$ cat src/rtl/uart_sched_pkg.sv
// rtl/uart_sched_pkg.sv - shared state encoding and helpers for the UART TX scheduler
package uart_sched_pkg;

  typedef enum logic {
    IDLE = 1'b0,
    WAIT = 1'b1
  } sched_state_e;

  // Header low bits carry the channel index, so the base must keep them clear.
  localparam logic [7:0] HDR_MASK = 8'hF8;

  function automatic int seq_bytes(input int frame_bytes, input bit header_en);
    return frame_bytes + (header_en ? 1 : 0);
  endfunction

endpackage

$ cat src/rtl/uart_tx_scheduler_rr_arbiter.sv
// rtl/uart_tx_scheduler_rr_arbiter.sv - combinational round-robin pick
// Searches upward from last_grant+1, wrapping, and returns the first requester.
module rr_arbiter #(
  parameter int NUM_CH = 4,
  parameter int IDX_W  = $clog2(NUM_CH)
) (
  input  logic [NUM_CH-1:0] req_i,
  input  logic [IDX_W-1:0]  last_grant_i,
  output logic              valid_o,
  output logic [NUM_CH-1:0] grant_o,
  output logic [IDX_W-1:0]  idx_o
);

  int               cand;
  logic [IDX_W-1:0] cand_idx;

  always_comb begin
    valid_o  = 1'b0;
    grant_o  = '0;
    idx_o    = '0;
    cand     = 0;
    cand_idx = '0;
    for (int i = 1; i <= NUM_CH; i++) begin
      cand = int'(last_grant_i) + i;
      if (cand >= NUM_CH) cand = cand - NUM_CH;
      cand_idx = IDX_W'(cand);
      if (!valid_o && req_i[cand_idx]) begin
        valid_o           = 1'b1;
        grant_o[cand_idx] = 1'b1;
        idx_o             = cand_idx;
      end
    end
  end

endmodule

$ cat src/rtl/uart_tx_scheduler.sv
// rtl/uart_tx_scheduler.sv - round-robin sharing of one uart_byte_tx among NUM_CH framed requesters
// Latches the winning frame, then sends optional header + payload LSB first with a per-byte watchdog.
module uart_tx_scheduler
  import uart_sched_pkg::*;
#(
  parameter int         NUM_CH      = 4,
  parameter int         FRAME_BYTES = 5,
  parameter int         HEADER_EN   = 1,
  parameter logic [7:0] HEADER_BASE = 8'hA0,
  parameter int         TIMEOUT_CYC = 100000
) (
  input  logic                            Clk,
  input  logic                            Reset_n,
  input  logic [NUM_CH-1:0]               Req,
  input  logic [NUM_CH*FRAME_BYTES*8-1:0] Frame_Data,
  output logic [NUM_CH-1:0]               Ack,
  output logic [NUM_CH-1:0]               Done,
  output logic                            Timeout_Err,
  output logic                            Busy,
  output logic [7:0]                      Data,
  output logic                            send_go,
  input  logic                            tx_done
);

  localparam int FW      = FRAME_BYTES * 8;
  localparam int IDX_W   = $clog2(NUM_CH);
  localparam int SEQ_LEN = seq_bytes(FRAME_BYTES, HEADER_EN != 0);
  localparam int HDR_OFS = (HEADER_EN != 0) ? 1 : 0;
  localparam int CNT_W   = 4;
  localparam int WD_W    = (TIMEOUT_CYC > 1) ? $clog2(TIMEOUT_CYC) : 1;

  localparam logic [CNT_W-1:0] CNT_LAST = CNT_W'(SEQ_LEN - 1);
  localparam logic [WD_W-1:0]  WD_LAST  = WD_W'((TIMEOUT_CYC > 0) ? TIMEOUT_CYC - 1 : 0);

  sched_state_e      state_q, state_d;
  logic [IDX_W-1:0]  last_grant_q, last_grant_d;
  logic [IDX_W-1:0]  cur_ch_q, cur_ch_d;
  logic [FW-1:0]     shadow_q, shadow_d;
  logic [CNT_W-1:0]  byte_cnt_q, byte_cnt_d;
  logic [WD_W-1:0]   wd_cnt_q, wd_cnt_d;
  logic [NUM_CH-1:0] ack_q, ack_d;
  logic [NUM_CH-1:0] done_q, done_d;
  logic              tout_q, tout_d;
  logic [7:0]        data_q, data_d;
  logic              go_q, go_d;

  logic              arb_valid;
  logic [NUM_CH-1:0] arb_grant;
  logic [IDX_W-1:0]  arb_idx;
  logic [FW-1:0]     win_frame;

  rr_arbiter #(
    .NUM_CH (NUM_CH),
    .IDX_W  (IDX_W)
  ) u_arb (
    .req_i        (Req),
    .last_grant_i (last_grant_q),
    .valid_o      (arb_valid),
    .grant_o      (arb_grant),
    .idx_o        (arb_idx)
  );

  // Byte idx of the sequence: header (when enabled) then payload LSB first.
  function automatic logic [7:0] seq_byte(input logic [FW-1:0] frame,
                                          input logic [IDX_W-1:0] ch,
                                          input logic [CNT_W-1:0] idx);
    int k;
    if (HEADER_EN != 0 && idx == '0) return (HEADER_BASE & HDR_MASK) | 8'(ch);
    k = int'(idx) - HDR_OFS;
    return 8'(frame >> (8 * k));
  endfunction

  assign win_frame = FW'(Frame_Data >> (FW * int'(arb_idx)));

  always_comb begin
    state_d      = state_q;
    last_grant_d = last_grant_q;
    cur_ch_d     = cur_ch_q;
    shadow_d     = shadow_q;
    byte_cnt_d   = byte_cnt_q;
    wd_cnt_d     = wd_cnt_q;
    ack_d        = '0;
    done_d       = '0;
    tout_d       = 1'b0;
    data_d       = data_q;
    go_d         = 1'b0;
    case (state_q)
      IDLE: begin
        if (arb_valid) begin
          ack_d      = arb_grant;
          shadow_d   = win_frame;
          cur_ch_d   = arb_idx;
          data_d     = seq_byte(win_frame, arb_idx, '0);
          go_d       = 1'b1;
          byte_cnt_d = '0;
          wd_cnt_d   = '0;
          state_d    = WAIT;
        end
      end
      WAIT: begin
        // tx_done takes precedence over a watchdog expiry in the same cycle.
        if (tx_done) begin
          if (byte_cnt_q == CNT_LAST) begin
            done_d       = NUM_CH'(1) << cur_ch_q;
            last_grant_d = cur_ch_q;
            state_d      = IDLE;
          end else begin
            byte_cnt_d = byte_cnt_q + 1'b1;
            data_d     = seq_byte(shadow_q, cur_ch_q, byte_cnt_q + 1'b1);
            go_d       = 1'b1;
            wd_cnt_d   = '0;
          end
        end else if (TIMEOUT_CYC != 0 && wd_cnt_q == WD_LAST) begin
          tout_d       = 1'b1;
          last_grant_d = cur_ch_q;
          state_d      = IDLE;
        end else begin
          wd_cnt_d = wd_cnt_q + 1'b1;
        end
      end
    endcase
  end

  always_ff @(posedge Clk or negedge Reset_n) begin
    if (!Reset_n) begin
      state_q      <= IDLE;
      last_grant_q <= IDX_W'(NUM_CH - 1);
      cur_ch_q     <= '0;
      shadow_q     <= '0;
      byte_cnt_q   <= '0;
      wd_cnt_q     <= '0;
      ack_q        <= '0;
      done_q       <= '0;
      tout_q       <= 1'b0;
      data_q       <= '0;
      go_q         <= 1'b0;
    end else begin
      state_q      <= state_d;
      last_grant_q <= last_grant_d;
      cur_ch_q     <= cur_ch_d;
      shadow_q     <= shadow_d;
      byte_cnt_q   <= byte_cnt_d;
      wd_cnt_q     <= wd_cnt_d;
      ack_q        <= ack_d;
      done_q       <= done_d;
      tout_q       <= tout_d;
      data_q       <= data_d;
      go_q         <= go_d;
    end
  end

  assign Ack         = ack_q;
  assign Done        = done_q;
  assign Timeout_Err = tout_q;
  assign Busy        = (state_q == WAIT);
  assign Data        = data_q;
  assign send_go     = go_q;

endmodule

$ cat config.mk
export PLATFORM = sky130hd
export DESIGN_NAME = uart_tx_scheduler
export DESIGN_NICKNAME = d
export VERILOG_FILES = /design/src/rtl/uart_sched_pkg.sv /design/src/rtl/uart_tx_scheduler_rr_arbiter.sv /design/src/rtl/uart_tx_scheduler.sv
export SDC_FILE = /design/constraint.sdc
export NUM_CORES = 1
export LEC_CHECK = 0
export ABC_AREA = 1
export BUFFER_PORTS_ARGS = -buffer_cell sky130_fd_sc_hd__buf_2
export CORE_MARGIN = 8
export CORE_UTILIZATION = 49
export CTS_BUF_LIST = sky130_fd_sc_hd__clkbuf_8
export DETAILED_ROUTE_END_ITERATION = 8
export MAX_ROUTING_LAYER = met4
export PLACE_DENSITY = 0.8
export SLEW_MARGIN = 40
export SYNTH_ARGS = -nofsm -noshare
export SYNTH_HDL_FRONTEND = slang
export SYNTH_SLANG_ARGS = --single-unit
$ cat constraint.sdc
create_clock -name Clk -period 2.3 [get_ports Clk]
set_input_delay 0.345 -clock Clk [delete_from_list [all_inputs] [get_ports Clk]]
set_output_delay 0.345 -clock Clk [all_outputs]
set_load 0.03 [all_outputs]
# After elaboration in Yosys (flattened, before gate mapping)

Index checks and enable logic that the tools add are counted.

Add/sub/neg operators: 11
Multiply operators: 1
Div/mod/pow operators: 0
Magnitude comparators: 12
Equality and inequality tests: 8
Shifts and indexed selects: 3
Multiplexer cells: 72
Bitwise operators: 4
Reductions and logical operators: 16

Operators with widths:

| operator              | number |
|---|---|
| $shr 160x8->40        | 1 |
| $mux 17               | 4 |
| $mux 4                | 12 |
| $mux 8                | 6 |
| $shr 40x32->8         | 1 |
| $pmux 17 s2           | 1 |
| $mux 1                | 26 |
| $mux 2                | 11 |
| $add 17x1->17 const B | 1 |
| $eq 17x17->1 const B  | 1 |
| $pmux 8 s2            | 1 |
| $lt 2x3->1 const B    | 4 |
| $or 4x4->4            | 3 |
| $ge 3x3->1 const B    | 3 |
| $reduce_and 3->1      | 3 |
| $bmux 1 s2            | 4 |
| $demux 1 s2           | 4 |
| $ge 2x1->1 const B    | 4 |
| $pmux 4 s2            | 1 |
| $sub 2x1->2 const B   | 4 |
| $logic_and 1x1->1     | 7 |
| $add 2x2->3 const B   | 2 |
| $ne 2x2->1 const B    | 3 |
| $ne 3x3->1 const B    | 2 |
| 15 further kinds      | 18 |

Flip-flop bits (word level): 84
Latch bits: 0
RAM bits: 0
ROM bits: 0
Input bits: 167
Output and inout port bits: 19
Word-level logic and storage cells: 138
Memories: 0

# Depth between registers and ports, before layout

Gate-level depths: netlist of the first run.

Depth in word-level cells: 20
Depth in mapped cells: 18
Mapped depth without buffers: 15

# Hierarchy

From an unflattened synthesis of the first run, not the netlist that was laid out.

Cell total of the unflattened synthesis: 839
Area, all modules: 5713.0 um2

Modules (own cells, without submodules):

| module            | instances | cells an instance | area an instance (um2) | sequential area each (um2) |
|---|---|---|---|---|
| uart_tx_scheduler | 1         | 758               | 5177.5                 | 2104.5 |
| rr_arbiter        | 1         | 81                | 535.5                  | 0.0 |

# Worst setup path after synthesis of the first run

OpenSTA, ideal clock, no wires.

Path kind: reg-to-reg
Start: register last_grant_q[1]
End: register shadow_q[3]
Setup time: 0.124 ns
Arrival time: 2.275 ns
Data required time: 2.176 ns
Path slack: -0.099 ns
Stages on the path, launching flop included: 15
Buffers on the path: 2
Clock period less this slack: 2.399 ns
Cells stage by stage: dfstp_2 -> buf_4 -> inv_2 -> ha_1 -> inv_1 -> nand3_1 -> nand2_1 -> nand3_1 -> nor2_2 -> nand2_1 -> nand2_2 -> nor2_4 -> buf_4 -> nand3_1 -> nand3_1

Longest elaborated chain between the ends: 17
Elaborated cells on any way between the ends: 41
Those cells by class: add/sub: 8; mul: 1; order compare: 4; shift: 1; mux: 20; reduce/logical: 7

RTL lines:

| element                                   | RTL line                           | text |
|---|---|---|
| start: declaration                        | uart_tx_scheduler.sv:36            | `logic [IDX_W-1:0] last_grant_q, last_grant_d;` |
| start signal: assignment                  | uart_tx_scheduler.sv:127           | `last_grant_q <= IDX_W'(NUM_CH - 1);` |
| start signal: assignment                  | uart_tx_scheduler.sv:139           | `last_grant_q <= last_grant_d;` |
| $add 2x1->3                               | uart_tx_scheduler_rr_arbiter.sv:24 | `cand = int'(last_grant_i) + i;` |
| $ge 3x3->1 or $sub 2x1->2 (tied branches) | uart_tx_scheduler_rr_arbiter.sv:25 | `if (cand >= NUM_CH) cand = cand - NUM_CH;` |
| $mux 2                                    | uart_tx_scheduler_rr_arbiter.sv:25 |  |
| $bmux 1 s2                                | uart_tx_scheduler_rr_arbiter.sv:27 | `if (!valid_o && req_i[cand_idx]) begin` |
| $mux 1 (not written as such)              | uart_tx_scheduler_rr_arbiter.sv:27 |  |
| $mux 1                                    | uart_tx_scheduler_rr_arbiter.sv:27 |  |
| $logic_not 1->1                           | uart_tx_scheduler_rr_arbiter.sv:27 |  |
| $logic_and 1x1->1                         | uart_tx_scheduler_rr_arbiter.sv:27 |  |
| $mux 1                                    | uart_tx_scheduler_rr_arbiter.sv:27 |  |
| $logic_not 1->1                           | uart_tx_scheduler_rr_arbiter.sv:27 |  |
| $logic_and 1x1->1                         | uart_tx_scheduler_rr_arbiter.sv:27 |  |
| $mux 1                                    | uart_tx_scheduler_rr_arbiter.sv:27 |  |
| $logic_not 1->1                           | uart_tx_scheduler_rr_arbiter.sv:27 |  |
| $logic_and 1x1->1                         | uart_tx_scheduler_rr_arbiter.sv:27 |  |
| $mux 2                                    | uart_tx_scheduler_rr_arbiter.sv:27 |  |
| $mul 3x2->5                               | uart_tx_scheduler.sv:73            | `assign win_frame = FW'(Frame_Data >> (FW * int'(arb_idx)));` |
| $shr 160x8->40                            | uart_tx_scheduler.sv:73            |  |
| end signal: assignment                    | uart_tx_scheduler.sv:141           | `shadow_q <= shadow_d;` |
| end: declaration                          | uart_tx_scheduler.sv:38            | `logic [FW-1:0] shadow_q, shadow_d;` |

Parallel ways exist; a longest one is shown, timed or not. The select of a mux whose other input is x is not followed.
A chain may end at the register's enable or synchronous reset.

# Final worst setup path of the first run

Start: register last_grant_q[0]
End: register shadow_q[2]

The elaborated chain is that of the path after synthesis.

==> results of run 1 <==
==> worst max-delay path, cell delays in order, from the launching register on <==
cell and delay [ps]:
dfstp_2 590, inv_6 40, ha_4 290, inv_4 50, nand3_4 80, nand2_4 70, o21ai_1 130, nand2_1 100
nand2_4 170, nand2_8 120, clkbuf_16 210, or2_1 210, nand3_1 90, nand3_1 80
==> per-layer routing <==
layer | routed length, µm | track usage [%]
met1 | 8100 | 27.0
met2 | 9440 | 37.4
met3 | 877 | 3.95
met4 | 594 | 7.70
met5 | 0 | -
==> final timing paths <==
kind                                             startpoint                  endpoint  cells past startpoint
worst max-delay path            last_grant_q[0]$_DFFE_PN1P_   shadow_q[2]$_DFFE_PN0P_                     13
worst min-delay path                        Frame_Data[135]  shadow_q[15]$_DFFE_PN0P_                      4
worst max register to register  last_grant_q[0]$_DFFE_PN1P_   shadow_q[2]$_DFFE_PN0P_                     13
worst min register to register          Data[3]$_DFFE_PN0P_       Data[3]$_DFFE_PN0P_                      2
max in group asynchronous                           Reset_n  shadow_q[20]$_DFFE_PN0P_                      3
min in group asynchronous                           Reset_n          Ack[1]$_DFF_PN0_                      2
==> cells in the final DEF (no fill, tap or decap), types with 10 or more instances in the layout <==
cell type	synthesis	final
a21oi_1	21	21
buf_2	13	185
buf_4	5	23
clkbuf_8	0	10
dfrtp_1	82	82
ha_1	12	10
inv_1	122	123
nand2_1	235	232
nand3_1	160	143
nand3_2	1	17
nand4_1	14	14
nor2_1	14	14
nor3_1	10	10
o21ai_0	21	21
o21ai_1	10	10
or2_1	70	70
or2_2	17	14
xor2_1	10	10
==> metrics by stage <==
step | instances | setup slack [ps]
after global placement | 1234 | 84.7
final | 1265 | -71.5
after global routing | 1265 | -143
after detailed placement | 1234 | 27.1
after CTS | 1250 | 13.1
after floorplan | 890 | 14.1
==> flip-flops by register name (all words and copies together), names as in the netlist <==
signal        flops
shadow_q         40
Done              4
cur_ch_q          2
Busy              1
wd_cnt_q         17
byte_cnt_q        4
Timeout_Err       1
last_grant_q      2
Ack               4
send_go           1
Data              8
==> cell type report <==
cell class | count | area share [%]
multi-input combinational | 640 | 43.5
sequential | 84 | 26.4
timing repair buffer | 230 | 18.6
inverter | 127 | 6.15
tap | 168 | 2.63
clock buffer | 10 | 1.72
clock inverter | 6 | 1.00
==> where the power goes <==
group	switching (W)	internal (W)
clock	0.000513	0.000632
sequential	0.000369	0.00194
combinational	0.00467	0.00367
==> cell families (layout without fill, tap and decap cells) <==
| family | after synthesis | count (layout) | share of synthesized area (%) |
|---|---|---|---|
| adders and majority gates | 12 | 12 | 2.47 |
| xor gates and xnor gates | 11 | 11 | 1.58 |
| buffers and inverters | 167 | 373 | 11.4 |
| AOI/OAI and AO/OA | 71 | 71 | 6.68 |
| and+or+nand+nor | 545 | 546 | 43.3 |
| DFF | 84 | 84 | 34.6 |
==> repair_timing <==
action | CTS | global route
hold buffers | 0 | 1
setup buffers | 0 | 5
endpoints found under the hold margin | 0 | 38
setup endpoints to repair | 0 | 43
gates resized for setup | 0 | 38
==> flow_metrics.tcl, run 1 <==
set metrics [dict create \
    outcome "complete, but fails checks" \
    violations "setup timing" \
    core_um2 12100 \
    grt.total_usage_pct 22.5 \
    drv_slew 0 \
    clkTransAtPathRegs_ps 80 \
    vias 6519 \
    synth.most_common_cell "nand2_1" \
    drt-total-wl_mm 19.0 \
    postLayoutCoreUtil_pct 66.2 \
    synth-seq-area-share_pct 34.6 \
    period_needed_ps 2370 \
    antenna_found_initial 0 \
    vias_per_cell 5.15 \
    num_antenna_cells 0 \
    criticalPathCategory "flop to flop" \
    fin_crit_sh_pct 103 \
    avgSynthCellArea_um2 6.84 \
    post_drt_wl_per_cell_um 15.0 \
    grt_pass1_wl_mm 29.0 \
    power.total_w 0.0118 \
    fillCellCount 1059 \
    insertion_delay_ps 360 \
    final_antenna_net_count 0 \
    layout_setup_ws_ps -71.5 \
    hold_class "input port to flop" \
    cts-root-buf "clkbuf_8" \
    cp.required_ps 2540 \
    drc 0 \
    port_buffers 185 \
    hold_violations 0 \
    fmax_mhz 422 \
    seq_area_um2 2100 \
    ys_seq_elements 84 \
    place_congestion 0.935 \
    setup_viol 6 \
    ys_types 44 \
    syn_nets 1069 \
    synthFlopType "dfrtp_1" \
    synth_common_cells "nand2_1 (235), nand3_1 (160), inv_1 (122)" \
    slew_headroom_pct 63.3 \
    syn_to_final_growth_pct 31.1 \
    yosys.area.top_type "dfrtp_1" \
    synth-edff-count 0 \
    cts.sinks 84 \
    fin_nets 1271 \
    rows 40 \
    place_area_um2 7360 \
    drive_gt1_share_pct 28.3 \
    async_flop_share_pct 100 \
    grt_setup_unrepaired "true" \
    ios 186 \
    grt-ovfl-total 0 \
    cts_tree "built" \
    crit_fanout 26 \
    maxCapViolCount 0 \
    synth_area_leaders "dfrtp_1 (34%), nand2_1 (14%), nand3_1 (13%)" \
    grt_pass1_vias 6296 \
    hpwl_mm 14.0 \
    syn_inst 890 \
    cp.arrival_ps 2610 \
    drt_iter0_drc 490 \
    cts_buffer_depth 2 \
    whs_ps 291 \
    die_h_um 127 \
    yosys_warnings 0 \
    tightest_slew_ps 550 \
    initial_core_util_pct 50.5 \
    fin_skew_ps 8.64 \
    syn_area_um2 6090 \
    vdd_ir_drop_max_uv 1020 \
    dieArea_um2 16200 \
    yosysTopAreaCellShare_pct 33.7 \
    cts_max_level 3 \
    design_area_um2 7980 \
    cts_made_buffers 9 \
    grt_start_max_net_pins 61 \
    fin_tns_setup_ps -185 \
    p_leak_nw 4.32 \
    die_w_um 127 \
    power_density_nw_per_um2 1480 \
    r2r_slack_ps -70 \
    end_kind "flop" \
    start_kind "flop" \
    dr.pass1.iters 6 \
    multiInputGateArea_um2 3470 \
]
(Power assumes the default switching activity.)
==> run 2, diff against run 1 <==
- CTS_BUF_LIST: sky130_fd_sc_hd__clkbuf_8 -> sky130_fd_sc_hd__clkbuf_4
- SLEW_MARGIN: 40 -> 20
==> run 2 against run 1 <==
  * The run now ends clean
  * Clock skew increased by 3.9 ps
  * Cell area fell by 3.5%
  * Maximum frequency is 4.6% higher
  * Register-to-register slack gained 100 ps
  * First-iteration DRC count shrank 13%
  * Via count is 1.6% lower
  * Worst setup slack better by 100 ps
  * Total power down 9.7%
  * Core utilization shrank 2.3 points
  * Sequential cell count unchanged
  * Clock power shrank 17%
  * Cell count fell by 0.47%
  * Highest routed layer unchanged
==> flow_metrics.tcl, run 2 (same netlist as run 1, synthesis figures left out) <==
set metrics [dict create \
    final_common_cell "nand2_1" \
    place_inst 1234 \
    grt-busiest-layer "met2" \
    core_um2 12100 \
    hold_class "input port to flop" \
    grt_pass1_wl_mm 29.0 \
    largest_register_ffs 40 \
    stdcell_count 1259 \
    whs_ps 215 \
    drc 0 \
    grt.total_usage_pct 22.5 \
    ios 186 \
    syn_to_final_growth_pct 26.4 \
    cts_buffer_depth 2 \
    place_area_um2 7360 \
    dr.pass1.iters 5 \
    cts_tree "built" \
    fmax_mhz 441 \
    cp_slowest_cell "dfstp_2" \
    drt_iter0_drc 424 \
    cp.arrival_ps 2580 \
    layout_setup_ws_ps 33.3 \
    drt-total-wl_mm 18.0 \
    design_area_um2 7700 \
    grt_start_max_net_pins 61 \
    setup_viol 0 \
    regMostFlops "shadow_q" \
    vdd_ir_drop_max_uv 1090 \
    slew_headroom_pct 48.4 \
    worst_path_largest_cell_delay_ps 600 \
    worst_r2r_path_depth 14 \
    grt_pass1_vias 6317 \
    grtUsageMet3_pct 3.95 \
    fin_skew_ps 12.5 \
    die_h_um 127 \
    fin_tns_setup_ps 0 \
    post_drt_wl_per_cell_um 14.3 \
    fin_crit_sh_pct 98.6 \
    antenna_found_initial 1 \
    r2r_slack_ps 30 \
    vias_per_cell 5.09 \
    clkTransAtPathRegs_ps 130 \
    pre_cts_slack_ps 27.1 \
    maxCapViolCount 0 \
    die_w_um 127 \
    cts_max_level 3 \
    crit_chain "inv_6 -> ha_4 -> inv_4 -> nand3_2 -> nand2_2 -> inv_4 -> o21ai_1 -> nand2_1 -> nand2_4 -> nand2_8 -> clkbuf_16 -> or2_1 -> nand3_1 -> nand3_1" \
    tightest_slew_ps 773 \
    rr_startpoint "last_grant_q[0]$_DFFE_PN1P_" \
    power_density_nw_per_um2 1380 \
    cts-root-buf "clkbuf_4" \
    start_kind "flop" \
    crit_fanout 8 \
    drive_gt1_share_pct 26.6 \
    drv_slew 0 \
    p_leak_nw 4.19 \
    cp.required_ps 2610 \
    crit_end "shadow_q[17]$_DFFE_PN0P_" \
    grt_use_met2_pct 37.7 \
    cts.sinks 84 \
    insertion_delay_ps 430 \
    criticalPathCategory "flop to flop" \
    dieArea_um2 16200 \
    period_needed_ps 2270 \
    r2r-end "shadow_q[17]$_DFFE_PN0P_" \
    fin_nets 1264 \
    grt_setup_unrepaired "true" \
    cts_made_buffers 9 \
    hold_violations 0 \
    crit_start "last_grant_q[0]$_DFFE_PN1P_" \
    hpwl_mm 14.0 \
    end_kind "flop" \
    rows 40 \
    port_buffers 185 \
    final_antenna_net_count 0 \
    use_met1_pct 26.9 \
    place_congestion 0.935 \
    outcome "finished clean" \
    vias 6412 \
    layout_common_cells "nand2_1 (232), buf_2 (184), nand3_1 (156)" \
    initial_core_util_pct 50.5 \
    grt-ovfl-total 0 \
]
-- run 2: timing repair --
action | in CTS | in global routing
resized for setup | 0 | 15
endpoints found under the hold margin | 56 | 0
buffers inserted | 0 | 4
setup endpoints to repair | 0 | 44
hold buffers | 1 | 0
-- run 2: layout make-up --
cell class                      count  area (µm²)
Sequential cell                    84        2100
Tap cell                          168         210
Inverter                          127         489
Antenna cell                        1        2.50
Clock buffer                       11        82.6
Multi-Input combinational cell    639        3360
Fill cell                        1112        4360
Clock inverter                      5        76.3
Timing Repair Buffer              224        1380
-- run 2: worst min path at each step --
stage,startpoint,endpoint,slack [ps],cells after the start
finish,Frame_Data[157],shadow_q[37]$_DFFE_PN0P_,210,4
global route,tx_done,wd_cnt_q[11]$_DFFE_PN0P_,190,2
global placement,Reset_n,Ack[3]$_DFF_PN0_,460,1
floorplan,Reset_n,Ack[0]$_DFF_PN0_,50,0
CTS,Frame_Data[75],shadow_q[35]$_DFFE_PN0P_,190,4
detailed placement,Data[3]$_DFFE_PN0P_,Data[3]$_DFFE_PN0P_,460,2
-- run 2: metrics by stage --
step,utilization (%),total power (W)
6_report,63.8,0.0107
5_1_grt,63.8,0.0117
4_1_cts,62.4,0.00996
3_5_place_dp,61.0,0.00900
3_3_place_gp,61.0,0.00888
2_1_floorplan,-,0.00714
-- run 2: power breakdown --
group | switching (W) | internal, W | total (W)
registers | 0.000358 | 0.00193 | 0.00229
logic | 0.00427 | 0.00315 | 0.00742
clock network | 0.000482 | 0.000461 | 0.000943
-- run 2: routing by layer --
layer	vias to the layer above	part of all wire (%)
met1	2948	44
met2	211	50
met5	-	0
li1	3226	-
met4	0	2.0
met3	27	4.3
-- run 2: worst max-delay path, delay by kind of cell (launching register included) --
family	cells	cell delay (ps)
AND/OR/NAND/NOR	8	870
flip-flops	1	600
AO/OA/AOI/OAI	1	70
buffers and inverters	4	350
adder cells (fa/ha/maj)	1	260
